## config.mk

```make
export PLATFORM = sky130hd
export DESIGN_NAME = adder_bist
export DESIGN_NICKNAME = d
export VERILOG_FILES = /design/src/rtl/adder_bist.sv
export SDC_FILE = /design/constraint.sdc
export NUM_CORES = 1
export LEC_CHECK = 0
export ABC_AREA = 1
export CORE_MARGIN = 2
export CORE_UTILIZATION = 30
export DETAILED_ROUTE_END_ITERATION = 8
export GPL_TIMING_DRIVEN = 0
export RECOVER_POWER = 25
export SLEW_MARGIN = 10
export SYNTH_ARGS = -nofsm -noshare
export SYNTH_HDL_FRONTEND = slang
export SYNTH_SLANG_ARGS = --single-unit
```

## constraint.sdc

```tcl
create_clock -name clk -period 2.1 [get_ports clk]
set_input_delay 0.42 -clock clk [delete_from_list [all_inputs] [get_ports clk]]
set_output_delay 0.42 -clock clk [all_outputs]
set_load 0.005 [all_outputs]
```

## src/rtl/adder_bist.sv

```systemverilog
// Built-in self-test sequencer: sweeps every a/b/cin combination through an external adder and
// checks each result against an internal reference. Define ADDER_BIST_STOP_ON_FAIL_EN to halt on the first mismatch.
module adder_bist #(
    parameter int WIDTH  = 4,
    parameter int SETTLE = 2
) (
    input  logic                 clk,
    input  logic                 rst_n,
    input  logic                 start,
    output logic [WIDTH-1:0]     a_out,
    output logic [WIDTH-1:0]     b_out,
    output logic                 cin_out,
    input  logic [WIDTH-1:0]     s_in,
    input  logic                 cout_in,
    output logic                 busy,
    output logic                 done,
    output logic                 pass,
    output logic [2*WIDTH+1:0]   err_count,
    output logic [2*WIDTH:0]     first_fail
);

    localparam int VW = 2 * WIDTH + 1;
    localparam int EW = 2 * WIDTH + 2;

    localparam logic [1:0] ST_IDLE   = 2'd0;
    localparam logic [1:0] ST_SETTLE = 2'd1;
    localparam logic [1:0] ST_CHECK  = 2'd2;
    localparam logic [1:0] ST_DONE   = 2'd3;

    localparam logic [3:0] SETTLE_LAST = 4'(SETTLE - 1);

`ifdef ADDER_BIST_STOP_ON_FAIL_EN
    localparam logic STOP_ON_FAIL = 1'b1;
`else
    localparam logic STOP_ON_FAIL = 1'b0;
`endif

    logic [1:0]    state_q,   state_d;
    logic [VW-1:0] vec_q,     vec_d;
    logic [3:0]    cnt_q,     cnt_d;
    logic [EW-1:0] err_q,     err_d;
    logic [VW-1:0] first_q,   first_d;
    logic          seen_q,    seen_d;

    logic [WIDTH:0] ref_sum;
    logic           mismatch;

    // Zero-extended reference so the carry lands in the top bit.
    assign ref_sum  = {1'b0, vec_q[2*WIDTH-1:WIDTH]} + {1'b0, vec_q[WIDTH-1:0]}
                    + {{WIDTH{1'b0}}, vec_q[VW-1]};
    assign mismatch = ({cout_in, s_in} != ref_sum);

    always_comb begin
        // NOTE: every variable gets a default first so no path leaves it unassigned (no latches).
        state_d = state_q;
        vec_d   = vec_q;
        cnt_d   = cnt_q;
        err_d   = err_q;
        first_d = first_q;
        seen_d  = seen_q;

        case (state_q)
            ST_IDLE, ST_DONE: begin
                if (start) begin
                    state_d = ST_SETTLE;
                    vec_d   = '0;
                    cnt_d   = '0;
                    err_d   = '0;
                    first_d = '0;
                    seen_d  = 1'b0;
                end
            end
            ST_SETTLE: begin
                cnt_d = cnt_q + 4'd1;
                if (cnt_q == SETTLE_LAST) begin
                    state_d = ST_CHECK;
                end
            end
            ST_CHECK: begin
                if (mismatch) begin
                    err_d = err_q + EW'(1);
                    if (!seen_q) begin
                        first_d = vec_q;
                        seen_d  = 1'b1;
                    end
                end
                if ((mismatch && STOP_ON_FAIL) || (&vec_q)) begin
                    state_d = ST_DONE;
                end else begin
                    state_d = ST_SETTLE;
                    vec_d   = vec_q + VW'(1);
                    cnt_d   = '0;
                end
            end
            default: state_d = ST_IDLE;
        endcase
    end

    always_ff @(posedge clk or negedge rst_n) begin
        if (!rst_n) begin
            state_q <= ST_IDLE;
            vec_q   <= '0;
            cnt_q   <= '0;
            err_q   <= '0;
            first_q <= '0;
            seen_q  <= 1'b0;
        end else begin
            // NOTE: non-blocking so every register samples the pre-edge values of the others.
            state_q <= state_d;
            vec_q   <= vec_d;
            cnt_q   <= cnt_d;
            err_q   <= err_d;
            first_q <= first_d;
            seen_q  <= seen_d;
        end
    end

    assign cin_out    = vec_q[VW-1];
    assign a_out      = vec_q[2*WIDTH-1:WIDTH];
    assign b_out      = vec_q[WIDTH-1:0];
    assign busy       = (state_q == ST_SETTLE) || (state_q == ST_CHECK);
    assign done       = (state_q == ST_DONE);
    assign pass       = done && (err_q == '0);
    assign err_count  = err_q;
    assign first_fail = first_q;

endmodule

```

# Word-level counts from Yosys, hierarchy flattened
# Cells that the tools add are included.
dict set report totals {
  wordCells 52
  mem_bits_rw 0
  mem_count 0
  latchBits 0
  rom_bits 0
  register_bits 35
  out_inout_bits 31
  input_bits 8
}
dict set report op_classes {
  n_eq_ne 10
  mux 19
  div 0
  n_mul 0
  n_lt_le_gt_ge 0
  shifts 0
  addsub 5
  n_bitwise 0
  reduce_logical 12
}
# op n
set ops {}
lappend ops {{9-bit two-way mux} 4}
lappend ops {{9-bit one-hot mux with 2 select lines} 2}
lappend ops {{10-bit two-way mux} 2}
lappend ops {{10-bit one-hot mux with 2 select lines} 1}
lappend ops {{4-bit one-hot mux with 3 select lines} 1}
lappend ops {{10-bit by 1-bit adder with 10-bit output (second input constant)} 1}
lappend ops {{10-bit zero test} 1}
lappend ops {{2-bit != test (second input constant)} 5}
lappend ops {{9-bit by 1-bit adder with 9-bit output (second input constant)} 1}
lappend ops {{9-bit AND reduction} 1}
lappend ops {{4-bit two-way mux} 2}
lappend ops {{2-bit two-way mux} 3}
lappend ops {{2-bit one-hot mux with 3 select lines} 1}
lappend ops {{3-bit AND reduction} 2}
lappend ops {{4-bit by 4-bit adder with 5-bit output} 1}
lappend ops {{5-bit by 1-bit adder with 5-bit output} 1}
lappend ops {{5-bit != test} 1}
lappend ops {{4-bit by 1-bit adder with 4-bit output (second input constant)} 1}
lappend ops {{2-bit == test (second input constant)} 2}
lappend ops {{4-bit by 1-bit == test with 1-bit output (second input constant)} 1}
lappend ops {{2-bit AND reduction} 2}
lappend ops {{4-bit AND reduction} 1}
lappend ops {{2-bit by 1-bit == test with 1-bit output (second input constant)} 1}
lappend ops {{2-bit zero test} 1}
lappend ops {{other kinds (6)} 7}

# Logic depth before layout (Yosys ltp)
dict set report logic_depth {
  word_depth 5
  ltp_mapped 15
  mapped_depth_nobuf 14
}

# Worst setup path before layout
# No wires, ideal clock.
dict set report synth_timing {
  path_type {register to register}
  startpoint {register vec_q[4]}
  endpoint {register err_q[4], in the netlist err_count[4]}
  stages_incl_launch_ff 11
  arrival_ps 2084
  n_path_buf 1
  t_required_ps 1982
  synth_period_minus_slack_ps 2202
  setup_time_ps 118
  path_slack_ps -102
  cell_sequence {dfrtp_1 fa_1 fa_1 xor2_1 nor2_1 nand2_1 nor2_2 nand2_2 nand2_2 buf_6 o21ai_2}
}
dict set report synth_between {
  elab_chain_cells 5
}
# item line
set synth_rtl {}
lappend synth_rtl {{start: declaration} 39} ;# logic [VW-1:0] vec_q, vec_d;
lappend synth_rtl {{start signal: assignment} 110} ;# vec_q <= vec_d;
lappend synth_rtl {{4-bit by 4-bit adder with 5-bit output} 49} ;# assign ref_sum = {1'b0, vec_q[2*WIDTH-1:WIDTH]} + {1'b0, vec_q[WIDTH-1:0]}
lappend synth_rtl {{5-bit by 1-bit adder with 5-bit output} 50} ;# + {{WIDTH{1'b0}}, vec_q[VW-1]};
lappend synth_rtl {{5-bit != test} 51} ;# assign mismatch = ({cout_in, s_in} != ref_sum);
lappend synth_rtl {{2-bit != test (no source line)} --}
lappend synth_rtl {{3-bit AND reduction (no source line)} --}
lappend synth_rtl {{end signal: assignment} 112} ;# err_q <= err_d;
lappend synth_rtl {{end: declaration} 41} ;# logic [EW-1:0] err_q, err_d;
# Every way passes these cells.
# A chain may end at the register's enable or synchronous reset.

# Final worst setup path
dict set report layout_timing {
  startpoint {register vec_q[8]}
  endpoint {register first_q[2], in the netlist first_fail[2]}
}
dict set report layout_between {
  elab_chain_cells 4
}
# item line
set layout_rtl {}
lappend layout_rtl {{5-bit by 1-bit adder with 5-bit output} 50}
lappend layout_rtl {{5-bit != test} 51}
lappend layout_rtl {{2-bit != test (no source line)} --}
lappend layout_rtl {{4-bit AND reduction (no source line)} --}
lappend layout_rtl {{end signal: assignment} 113} ;# first_q <= first_d;
lappend layout_rtl {{end: declaration} 42} ;# logic [VW-1:0] first_q, first_d;
# Every way passes these cells.

==> out/results.md <==
| Step | Quantity | This run |
|:---|:---|:---|
| global route | Total routing usage reported by global routing | 14.6% |
| cts | Clock latency of the later-clocked register in the worst-skew pair | 0.30 ns |
| sta | Setup Viol. Count Final | 22 |
| global route | Vias in the first global route | 1968 |
| global route | Overflow left after global routing | 0 |
| setup path | Reg2reg start | vec_q[8]$_DFFE_PN0P_ |
| logic synthesis | Post-synthesis instance area | 0.00219 mm2 |
| routing | Post-detailed-route count of antenna-violating nets | 0 |
| placement | Detailed Place HPWL | 3850 um |
| power | Share of total power in sequential cells | 31.4% |
| logic synthesis | Register area share after synthesis | 40.0% |
| outcome | Failing checks | setup timing |
| sta | Final setup skew | 0.00897 ns |
| cts | Clock sink total | 35 |
| power | Pleak | 0.00137 uW |
| cells and area | Area delta synth->final | 35.0% |
| cells and area | Fraction of layout instances using a drive strength above 1 | 19.8% |
| setup path | CP Data Required Time | 2.29 ns |
| routing | Avg WL per Cell | 12.4 um |
| die | Std-Cell Core Area | 0.00718 mm2 |
| cells and area | Antenna Diode Count | 0 |
| cts | Root buf cell | clkbuf_8 |
| cells and area | Sequential cell area | 881 um2 |
| cts | Clock Tree Buf Depth | 2 |
| min path | Hold Crit Start | first_fail[0]$_DFFE_PN0P_ |
| routing | Vias per std cell | 4.55 |
| cells and area | Area occupied by multi-input gates | 0.00121 mm2 |
| logic synthesis | Netlist cell types | 29 |
| cts | TritonCTS clock tree | done |
| cells and area | Final Instance Count excl. Fillers | 428 |
| power | Clock share of power | 23.9% |
| sta | Max transition margin | 51.0% |
| logic synthesis | Mean Syn Cell Area | 7.99 um2 |
| setup path | Capturing element type of the critical path | flip-flop |
| cells and area | Most used cells in the layout excluding fill and tap cells | nand2_1 (61), clkdlybuf4s50_1 (36), inv_1 (33) |
| outcome | Outcome | complete, but fails checks |
| setup path | Origin of the worst setup path | vec_q[8]$_DFFE_PN0P_ |
| cts | Depth of the CTS H-tree | 2 |
| setup path | Biggest fanout along the worst timing path | 6 |
| flow run | Max-cap violation count | 0 |
| die | Top-level I/O count | 39 |
| sta | Shortest period the worst path allows | 2.26 ns |
| die | Height of the chip | 89.4 um |
| setup path | Worst Setup Path Type | flip-flop to flip-flop |
| logic synthesis | Net count of the mapped netlist | 297 |
| sta | Max Slew Vio Count | 0 |
| die | Row count | 31 |
| power | Ratio of total power to cell area | 907 mW/mm2 |
| cells and area | Commonest non-fill, non-tap cell in the layout | nand2_1 |
| sta | Slew @ Worst Pin | 0.735 ns |
| sta | Post-route setup slack | -0.162 ns |
| die | Die width | 89.4 um |
| power | Switching part of the total | 40.0% |
| sta | Tcrit/Tclk final | 108% |
| min path | Path class of the lowest-slack min-delay path | flip-flop to flip-flop |
| power | Combinational Power Share | 44.7% |
| cts | Clock-pin transition on the worst setup and hold timing paths | 0.07 ns |
| routing | Number of vias after detailed routing | 1947 |
| global route | Antenna violations before repair | 0 |
| placement | Final weighted congestion in routability-driven placement | 0.823 |
| cts | Num CTS Buffers | 5 |
| global route | Wire length of the first global-routing pass | 8980 um |
| routing | Router iterations before antenna repair | 4 |
| setup path | Data arrival time at the worst-slack endpoint | 2.45 ns |
| routing | Starting DRC count in detailed routing | 96 |
| logic synthesis | Syn Inst Count | 274 |
| placement | Port buffer count | 38 |
| routing | # DRC | 0 |
| placement | Placed Cells | 412 |
| cells and area | Nets | 351 |
| setup path | Startpoint class of the critical path | flip-flop |
| power | P_sw | 1070 uW |
| power | Worst vdd ir | 0.000453 V |
| global route | Maximum number of pins on one net before global-route repair | 29 |
| routing | Routed WL | 5310 um |
| sta | Final hold slack | 0.476 ns |
| sta | Setup repair after global routing missed its margin | yes |
| logic synthesis | Yosys warning total | 0 |
| power | Internal power summed over all cells | 1610 uW |
| die | Total die area | 0.00800 mm2 |
| cells and area | Count of filler cells inserted in the layout | 726 |
| sta | Fmax | 442 MHz |
| logic synthesis | Count of state elements after synthesis | 35 |
| sta | Hold Fails Final Rpt | 0 |
| die | Initial Utilization | 30.5% |
## metrics by stage
| step | setup TNS [ns] | power (uW) | util (%) | setup WS (ns) | cell area [um2] |
|---|---|---|---|---|---|
| after floorplan | -0.721 | 1540 | - | -0.0506 | 2190 |
| after global placement | -13.68 | 1880 | 37.6 | -0.279 | 2700 |
| after detailed placement | -4.17 | 1900 | 37.8 | -0.217 | 2710 |
| after CTS | -2.58 | 2590 | 40.1 | -0.138 | 2870 |
| after global routing | -6.37 | 2890 | 41.2 | -0.269 | 2960 |
| final | -2.79 | 2680 | 41.2 | -0.162 | 2960 |
## path summary, 6_finish.rpt
path | slack [ns] | cells after the start | endpoint
worst max-delay path | -0.16 | 11 | first_fail[2]$_DFFE_PN0P_
worst min-delay path | 0.48 | 2 | first_fail[0]$_DFFE_PN0P_
max in group asynchronous | 0.42 | 3 | vec_q[4]$_DFFE_PN0P_
min in group asynchronous | 0.56 | 2 | err_count[2]$_DFFE_PN0P_
worst min register to register | 0.48 | 2 | first_fail[0]$_DFFE_PN0P_
worst max register to register | -0.16 | 11 | first_fail[2]$_DFFE_PN0P_
## synth_stat cells
master     n  area [um2]
buf_2      5        25.0
o21ai_0   12        60.1
xnor2_1    1        8.76
and3b_1    1        8.76
dfrtp_1   35         876
o22ai_1    2        12.5
nor4_1     1        6.26
or2_2      4        25.0
mux2i_1    1        10.0
inv_1     33         124
nand4_1   12        75.1
nor2_2     1        6.26
buf_6      3        33.8
nand3_4    1        17.5
nand3_1   20         100
fa_1       2        40.0
a21oi_1   17        85.1
nand2_1   72         270
nand3b_1   1        7.51
nor3_2     2        20.0
buf_1      1        3.75
nand2_2    2        12.5
ha_1      13         163
xor2_1     4        35.0
nor3_1     4        20.0
o21ai_1    1        5.00
or2_1      1        6.26
nor2_1    12        45.0
o21ai_2   10        87.6
## power by group through the flow
stage	sequential, uW	combinational [uW]	clock [uW]
2_1_floorplan	837	702	0
3_3_place_gp	855	1020	0
3_5_place_dp	858	1040	0
4_1_cts	840	1080	667
5_1_grt	855	1340	691
6_report	840	1200	641
## worst max-delay path: stages, from the launching register on
cell and delay, ns:
dfrtp_2 0.43, fa_2 0.41, fa_2 0.54, xor2_1 0.14
nor2_1 0.05, nand2_1 0.07, nor2_2 0.04, nand2_2 0.11
buf_6 0.15, nand3_4 0.10, nand2_1 0.08, nand2_1 0.04
## cell families (layout without fill, tap and decap cells)
logic type	after synthesis	count (layout)	share of synthesized area, %
muxes	1	1	0.457
xor gates and xnor gates	5	5	2.00
buffers and inverters	42	96	8.51
DFF	35	35	40.0
and+or+nand+nor	134	135	28.3
AOI/OAI and AO/OA	42	42	11.4
adders and majority gates	15	15	9.26
## repair_timing
item                                    CTS  global route
hold endpoints to repair                  7             0
hold buffers                              1             0
buffers inserted                          2             2
endpoints found under the setup margin   23            30
pin swaps                                 0             4
cloned                                    1             2
gates resized for setup                   6            21
## final cells by class
class                           count  share of cell area (%)
Inverter                           33                    4.19
Multi-Input combinational cell    198                    40.9
Clock buffer                        6                    2.79
Clock inverter                      2                    1.19
Sequential cell                    35                    29.8
Buffer                              9                    2.24
Timing Repair Buffer               46                    14.7
Tap cell                           99                    4.19
## layer usage
| metal | global-route usage (%) | vias up | share of wire (%) | wire length (um) |
|---|---|---|---|---|
| met1 | 18.5 | 888 | 47 | 2500 |
| met2 | 24.4 | 38 | 47 | 2470 |
| met4 | 5.56 | 0 | 1.6 | 85 |
| met5 | 0 | - | 0 | 0 |
| met3 | 3.05 | 7 | 4.7 | 252 |
| li1 | - | 1014 | - | - |
## state kept, by name (all words and copies together), names as in the netlist
register,count
cnt_q,4
err_count,10
first_fail,9
seen_q,1
state_q,2
vec_q,9
Power figures use the tool's default switching activity.
==> RTL change, RTL diff (config.mk and constraints unchanged) <==
Add an input register stage for `start`, `s_in` and `cout_in`; this delays them by one clock.
--- a/src/rtl/adder_bist.sv
+++ b/src/rtl/adder_bist.sv
@@ -31,2 +31,12 @@
 
+    logic start_q;
+    logic [WIDTH-1:0] s_q;
+    logic cout_q;
+
+    always_ff @(posedge clk) begin
+        start_q <= start;
+        s_q     <= s_in;
+        cout_q  <= cout_in;
+    end
+
 `ifdef ADDER_BIST_STOP_ON_FAIL_EN
@@ -50,3 +60,3 @@
                     + {{WIDTH{1'b0}}, vec_q[VW-1]};
-    assign mismatch = ({cout_in, s_in} != ref_sum);
+    assign mismatch = ({cout_q, s_q} != ref_sum);
 
@@ -63,3 +73,3 @@
             ST_IDLE, ST_DONE: begin
-                if (start) begin
+                if (start_q) begin
                     state_d = ST_SETTLE;
Function: changed (Yosys sat finds a counterexample within 4 cycles, from zero or initial values and one cycle with rst_n low).
==> RTL change against the unedited design <==
Total power rose by 7.1%. Cell area rose by 12%. Highest routed layer unchanged. The run still ends with negative setup slack left. Count of clock-buffer cells in the layout did not move. Area after synthesis rose by 8.1%. Cell count rose by 8.6%. Sequential cell count rose by 6. Setup slack improved by 0.0077 ns. Wire length rose by 8.6%.
==> RTL change: results (changes against the unedited design) <==
| Metric | Value |
|---|---|
| Ys async rst share | 0.854 (was 1.00) |
| DPL Wire Length | 4010 um (was 3850 um) |
| Largest net degree at the start of global routing | 22 (was 29) |
| CP max FO | 5 (was 6) |
| Layout Skew | 0.0149 ns (was 0.00897 ns) |
| Pre-CTS setup slack | -0.213 ns (was -0.217 ns) |
| Synth cell types | 35 (was 29) |
| Setup WS post-layout | -0.154 ns (was -0.162 ns) |
| Max VDD drop | 0.000333 V (was 0.000453 V) |
| Vias in the first global route | 1949 (was 1968) |
| Leak pwr | 1.60 nW (was 1.37 nW) |
| # fillers | 789 (was 726) |
| DR vias | 2140 (was 1947) |
| Worst slew margin | 0.338 (was 0.510) |
| Routed length per instance | 12.4 um (about the same) |
| Syn_nets | 321 (was 297) |
| First-pass GRT wire length | 9310 um (was 8980 um) |
| Fin nets | 385 (was 351) |
| Violated checks | negative setup slack (unchanged) |
| Sequential area share after synthesis | 0.421 (was 0.400) |
| Gpl congestion | 0.854 (was 0.823) |
| R2R depth | 10 (was 11) |
| Setup crit start | vec_q[0] (was vec_q[8]) |
| Setup violators final | 20 (was 22) |
| Synth top area cells | dfrtp_1 37%, nand2_1 14%, ha_1 6.9% (was dfrtp_1 40%, nand2_1 12%, ha_1 7.4%) |
| Status | complete, but fails checks (unchanged) |
-- RTL change: what timing repair did --
action	CTS	global route
setup endpoints to repair	33	34
cloned	0	3
pin swaps	1	12
buffers inserted	12	3
resized for setup	11	44
-- RTL change: final timing paths --
kind	end
max in group asynchronous	vec_q[6]
min	state_q[1]
max	err_count[0]
max reg2reg	err_count[0]
min reg2reg	cnt_q[3]
min in group clk	cnt_q[3]
-- RTL change: where the power goes --
| group | internal [mW] | leakage (nW) | switching, mW |
|---|---|---|---|
| registers | 0.858 | 0.527 | 0.0606 |
| clock network | 0.387 | 0.0574 | 0.293 |
| logic | 0.554 | 1.02 | 0.717 |
| total | 1.80 | 1.60 | 1.07 |
-- RTL change: final cells by class --
cell class	instances	area, um2	share of cell area
Buffer	8	73.8	0.0222
Clock inverter	2	37.5	0.0113
Sequential cell	41	1000	0.301
Inverter	40	153	0.0459
Multi-Input combinational cell	210	1310	0.395
Timing Repair Buffer	56	537	0.161
Clock buffer	6	82.6	0.0248
Tap cell	102	128	0.0384
-- RTL change: routing by layer --
layer	GRT usage	vias up	routed length (um)	part of all wire
li1	-	1093	-	-
met1	0.184	990	2820	0.49
met2	0.216	50	2610	0.45
met3	0.0285	7	249	0.043
met4	0.0551	0	91	0.016
met5	0	-	0	0
-- RTL change: cells by family (layout without fill, tap and decap cells) --
| kind of cell | after synthesis | in the layout | synth area share |
|---|---|---|---|
| AO/OA/AOI/OAI | 34 | 34 | 0.0883 |
| XOR/XNOR | 3 | 3 | 0.0111 |
| adder cells (fa/ha/maj) | 15 | 15 | 0.0856 |
| buffers and inverters | 48 | 112 | 0.0899 |
| flip-flops | 41 | 41 | 0.421 |
| multiplexers | 1 | 1 | 0.00423 |
| AND/OR/NAND/NOR | 156 | 157 | 0.300 |
-- RTL change: stage by stage --
step,util,cells,hold slack [ns],area [um2]
after detailed placement,0.377,439,0.386,2900
after floorplan,-,298,0.124,2370
after CTS,0.407,459,0.0569,3130
after global placement,0.375,438,0.452,2880
after global routing,0.432,465,0.261,3320
final,0.432,465,0.206,3320
